File: src/rtl/fetch_ctrl.sv
// fetch_ctrl: stall/flush sequencer for the fetch stage with a post-reset boot hold and a fetch-wait watchdog.
// Optional build macro FETCH_CTRL_PERF_EN enables the stall_cnt/flush_cnt performance counters.
module fetch_ctrl #(
  parameter int unsigned BOOT_CYCLES = 2,
  parameter int unsigned TIMEOUT     = 64,
  parameter int unsigned CNT_W       = 8
) (
  input  logic        clk,
  input  logic        rst,
  input  logic [4:0]  id_rs1,
  input  logic [4:0]  id_rs2,
  input  logic        id_uses_rs1,
  input  logic        id_uses_rs2,
  input  logic        ex_mem_read,
  input  logic [4:0]  ex_rd,
  input  logic        branch_taken,
  input  logic        jump,
  input  logic        imem_ready,
  output logic        pc_write,
  output logic        if_id_write,
  output logic        if_id_flush,
  output logic        id_ex_flush,
  output logic        fetch_timeout,
  output logic [31:0] stall_cnt,
  output logic [31:0] flush_cnt
);

  localparam int unsigned      BOOT_EFF  = (BOOT_CYCLES == 0) ? 1 : BOOT_CYCLES;
  localparam logic [CNT_W-1:0] BOOT_LAST = CNT_W'(BOOT_EFF - 1);
  localparam logic [CNT_W-1:0] WAIT_MAX  = CNT_W'(TIMEOUT);
  localparam logic [CNT_W-1:0] WAIT_LAST = CNT_W'(TIMEOUT - 1);

  typedef enum logic [1:0] {
    BOOT     = 2'd0,
    RUN      = 2'd1,
    MEM_WAIT = 2'd2
  } state_t;

  state_t           state_q, state_d;
  logic [CNT_W-1:0] boot_cnt;
  logic [CNT_W-1:0] wait_cnt;
  logic             lu;
  logic             rd;

  function automatic logic [CNT_W-1:0] sat_inc_cnt(input logic [CNT_W-1:0] v,
                                                   input logic [CNT_W-1:0] lim);
    return (v >= lim) ? v : v + CNT_W'(1);
  endfunction

  // x0 is hardwired, so a load targeting it can never create a hazard.
  assign lu = ex_mem_read && (ex_rd != 5'd0) &&
              ((id_uses_rs1 && (id_rs1 == ex_rd)) || (id_uses_rs2 && (id_rs2 == ex_rd)));
  assign rd = branch_taken || jump;

  always_comb begin
    pc_write    = 1'b0;
    if_id_write = 1'b0;
    if_id_flush = 1'b1;
    id_ex_flush = 1'b1;
    state_d     = state_q;
    if (rst) begin
      state_d = BOOT;
    end else if (state_q == BOOT) begin
      if (boot_cnt >= BOOT_LAST) state_d = RUN;
    end else if (rd) begin
      // Redirect beats a load-use stall: the stalled instruction is wrong-path.
      pc_write    = 1'b1;
      if_id_write = 1'b1;
      if (imem_ready) state_d = RUN;
      else            state_d = MEM_WAIT;
    end else if (lu) begin
      if_id_flush = 1'b0;
    end else if (!imem_ready) begin
      if_id_write = 1'b1;
      id_ex_flush = 1'b0;
      state_d     = MEM_WAIT;
    end else begin
      pc_write    = 1'b1;
      if_id_write = 1'b1;
      if_id_flush = 1'b0;
      id_ex_flush = 1'b0;
      state_d     = RUN;
    end
  end

  always_ff @(posedge clk) begin
    if (rst) begin
      state_q       <= BOOT;
      boot_cnt      <= '0;
      wait_cnt      <= '0;
      fetch_timeout <= 1'b0;
    end else begin
      state_q <= state_d;
      if (state_q == BOOT) boot_cnt <= sat_inc_cnt(boot_cnt, BOOT_LAST);
      if (state_q == MEM_WAIT) begin
        if (state_d != MEM_WAIT)  wait_cnt <= '0;
        else if (!imem_ready)     wait_cnt <= sat_inc_cnt(wait_cnt, WAIT_MAX);
        // Sticky: the pipeline keeps waiting, only rst clears the flag.
        if (!imem_ready && (wait_cnt == WAIT_LAST)) fetch_timeout <= 1'b1;
      end
    end
  end

`ifdef FETCH_CTRL_PERF_EN
  logic        active;
  logic        stall_ev;
  logic        flush_ev;
  logic [31:0] stall_q;
  logic [31:0] flush_q;

  function automatic logic [31:0] sat_inc32(input logic [31:0] v);
    return (v == 32'hFFFF_FFFF) ? v : v + 32'd1;
  endfunction

  assign active   = !rst && (state_q != BOOT);
  assign flush_ev = active && rd;
  assign stall_ev = active && !rd && (lu || !imem_ready);

  always_ff @(posedge clk) begin
    if (rst) begin
      stall_q <= '0;
      flush_q <= '0;
    end else begin
      if (stall_ev) stall_q <= sat_inc32(stall_q);
      if (flush_ev) flush_q <= sat_inc32(flush_q);
    end
  end

  assign stall_cnt = stall_q;
  assign flush_cnt = flush_q;
`else
  assign stall_cnt = '0;
  assign flush_cnt = '0;
`endif

endmodule

File: config.mk
export PLATFORM = sky130hd
export DESIGN_NAME = fetch_ctrl
export DESIGN_NICKNAME = d
export VERILOG_FILES = /design/src/rtl/fetch_ctrl.sv
export SDC_FILE = /design/constraint.sdc
export NUM_CORES = 1
export LEC_CHECK = 0
export BUFFER_PORTS_ARGS = -buffer_cell sky130_fd_sc_hd__clkbuf_2
export CAP_MARGIN = 25
export CELL_PAD_IN_SITES_DETAIL_PLACEMENT = 0
export CELL_PAD_IN_SITES_GLOBAL_PLACEMENT = 1
export CORE_MARGIN = 3
export CORE_UTILIZATION = 30
export CTS_CLUSTER_DIAMETER = 50
export DETAILED_ROUTE_END_ITERATION = 8
export PLACE_DENSITY_LB_ADDON = 0.08
export SLEW_MARGIN = 25
export SYNTH_ARGS = -nofsm -noshare
export SYNTH_HDL_FRONTEND = slang
export SYNTH_SLANG_ARGS = --single-unit
File: constraint.sdc
create_clock -name clk -period 2 [get_ports clk]
set_input_delay 0.1 -clock clk [delete_from_list [all_inputs] [get_ports clk]]
set_output_delay 0.1 -clock clk [all_outputs]
set_load 0.01 [all_outputs]
==> summary.md <==
| Metric | Value |
|---|---|
| Root buffer cell | clkbuf_8 |
| RSZ-0062 raised after global routing | no |
| Data arrival, critical path | 1820 ps |
| Uppermost routed layer | met4 |
| Number of global-route vias before repair | 1053 |
| CORE AREA | 4820 sq um |
| Final antenna diode count | 0 |
| Reg-to-Reg Start | boot_cnt[1]$_SDFFE_PP0P_ |
| Final setup viols | 0 |
| Reg clk slew, reported paths | around 70 ps |
| Starting Density | 31.6% |
| 1st-iter DRT viols | 39 |
| Clk_skew | 2.18 ps |
| Met3 wire length | between 200 and 300 um |
| Setup TNS | 0 ps |
| Final Util | 32.1% |
| DPL Wire Length | 2560 um |
| Largest cells by area after synthesis | buf_4 (32%), dfxtp_1 (25%), xnor2_1 (6.3%) |
| Largest stage delay, worst path | 560 ps |
| DR vias | 1105 |
| Layout Area Growth over Synthesis | 1.56% |
| Place WS | about 61 ps |
| Worst-Skew Late Latency | around 250 ps |
| Final Net Count | 240 |
| H-tree depth | 1 |
| Post-route clock period utilization | 83.2% |
| Pwr Density | 699 nW/um^2 |
| Setup ws final | 335 ps |
| Ys Warns | 0 |
| Initial antenna violation count | 0 |
| CP endpoint kind | register |
| Cells after Synth | 183 |
| Leak | ~0.7 nW |
| Tot GR Track Use | 10.2% |
| Synth Flop Type | dfxtp_1 |
| Post-CTS Setup Bufs | 0 |
| DIE HEIGHT | roughly 77 um |
| Die width | 77.2 um |
| Post-detailed-route DRC marker count | 0 |
| DR vias/cell | between 3 and 4 |
| R2R Path End | boot_cnt[1]$_SDFFE_PP0P_ |
| Routed wire length | 2990 um |
| Critical path type | input port to register |
| Register area share after synthesis | 25.0% |
| Status | finished clean |
| Post-synth EDFFs | 0 |
| CP Launch Type | input port |
| CTS Buf Count | 3 |
| Count of different cell masters after synthesis | 41 |
| Hold/Removal Path Class | input port to register |
| Fmax | 0.601 GHz |
| CTS Hold Bufs | 0 |
| CTS tree | yes |
| Required @ worst endpoint | 2150 ps |
| Cells along the critical path | clkbuf_2 -> or4_1 -> o21ai_2 -> or3_4 -> o21ai_4 -> o311a_1 -> a2111oi_2 |
| CP Max Fanout | 3 |
| GRT overflow | 0 |
| #FFs+latches synth | 19 |
| Area leader, netlist | buf_4 |
| Share of layout cells above drive strength 1 | 18.9% |
| Post-CTS Resized | 0 |
| WL per Instance | roughly 11 um |
| Worst r2r path cells | 6 |
| Io pins | 92 |
| Gpl congestion | 0.836 |
| DRT antenna net count | 0 |
| WL met2 | 1450 um |
| Period minus WS final | ~1700 ps |
| Row cnt | 25 |
| CP max stage cell | or4_1 |
| Max cap viols | 0 |
| Bufs on Longest Clock Path | 2 |
| CTS Sinks | 19 |
| Mapped Area | 1520 sq um |
| Number of I/O port buffers | 27 |
| Die area | 5970 sq um |
| Worst vdd rail ir drop | 0.183 mV |
| Hold Vio Cnt, Final | 0 |
| Synthesized area per cell | 8.32 sq um |
| Worst Setup SP | ex_rd[1] |
| First-pass GRT wire length | 5090 um |
| Setup crit end | wait_cnt[5]$_SDFFE_PP0P_ |
| Reg2reg setup slack | about 400 ps |
| Design area | 1550 sq um |
| Area after DPL | roughly 1500 sq um |
| Largest net degree at the start of global routing | 21 |
| Max-slew violations | 0 |
| Synth top area share | 31.6% |
| WL met1 | approximately 1200 um |
| Asr flop ratio synth | 0% |
| DRT Pass-1 Iters | 4 |
==> report_power, final <==
group | internal, mW | switching, mW | total [mW]
clock network | 0.141 | 0.124 | 0.265
logic | 0.141 | 0.231 | 0.372
registers | 0.412 | 0.0326 | 0.445
total | 0.695 | 0.387 | 1.08
==> per-layer routing <==
layer,global-route usage (%),vias up
met1,12.2,487
li1,-,552
met2,18.0,61
met4,1.96,0
met5,0,-
met3,3.29,5
==> cell usage after synthesis, types with 2 or more instances <==
library cell and n:
a211oi_1 5, a21oi_1 6, a31oi_1 2, and3_1 2
buf_4 64, clkbuf_1 3, dfxtp_1 19, ha_1 4
inv_1 8, nand2_1 7, nand3_1 2, nand4_1 2
nor2_1 10, nor2b_1 5, nor3_1 3, nor4_1 2
o21ai_0 4, o21ai_2 2, xnor2_1 11
==> flip-flops by register name, indices dropped and copies added (netlist names) <==
name	cells
fetch_timeout	1
boot_cnt	8
state_q	2
wait_cnt	8
==> cells by family after synthesis <==
family	Yosys count	share of synthesized area, %
buffers and inverters	75	34.3
XOR/XNOR	12	6.90
AO/OA/AOI/OAI	30	15.0
adder cells (fa/ha/maj)	4	3.29
multiplexers	1	0.657
other	1	0.246
AND/OR/NAND/NOR	41	14.7
flip-flops	19	25.0
==> stage by stage <==
stage | cells | power, mW | hold WS (ps)
2_1_floorplan | 246 | 0.818 | 281
3_3_place_gp | 275 | 0.815 | 423
3_5_place_dp | 275 | 0.830 | 426
4_1_cts | 279 | 1.10 | 315
5_1_grt | 279 | 1.17 | 323
6_report | 279 | 1.08 | 311
==> worst max-delay path, delay by kind of cell <==
family          cells  cell delay (ps)
simple gates        2              720
compound gates      4              890
buf+inv             1              110
==> layout by cell type, fill, tap and decap left out, types with 3 or more instances in the layout <==
master / instances
nor2b_1: 5
clkbuf_8: 3
nor3_1: 3
nand2_1: 7
o21ai_0: 4
xnor2_1: 11
a211oi_1: 5
dfxtp_1: 19
ha_1: 4
a21oi_1: 6
conb_1: 64
clkbuf_2: 27
inv_1: 8
nor2_1: 10
==> worst min path at each step <==
stage,from,cells after the start,slack (ps),end
after floorplan,imem_ready,2,280,state_q[0]$_SDFF_PP0_
after global placement,wait_cnt[7]$_SDFFE_PP0P_,2,420,wait_cnt[7]$_SDFFE_PP0P_
after detailed placement,wait_cnt[7]$_SDFFE_PP0P_,2,430,wait_cnt[7]$_SDFFE_PP0P_
after CTS,rst,2,310,fetch_timeout$_SDFFE_PP0P_
after global routing,rst,2,320,wait_cnt[4]$_SDFFE_PP0P_
final,rst,2,310,fetch_timeout$_SDFFE_PP0P_
==> area by class of cell <==
| cell class | instances | area (sq um) |
|---|---|---|
| Inverter | 8 | 30.0 |
| Tap cell | 67 | 83.8 |
| Sequential cell | 19 | 380 |
| Clock buffer | 4 | 45.0 |
| Multi-Input combinational cell | 152 | 857 |
| Fill cell | 552 | 3270 |
| Timing Repair Buffer | 29 | 150 |
No activity file was read; power rests on OpenSTA's default activity.
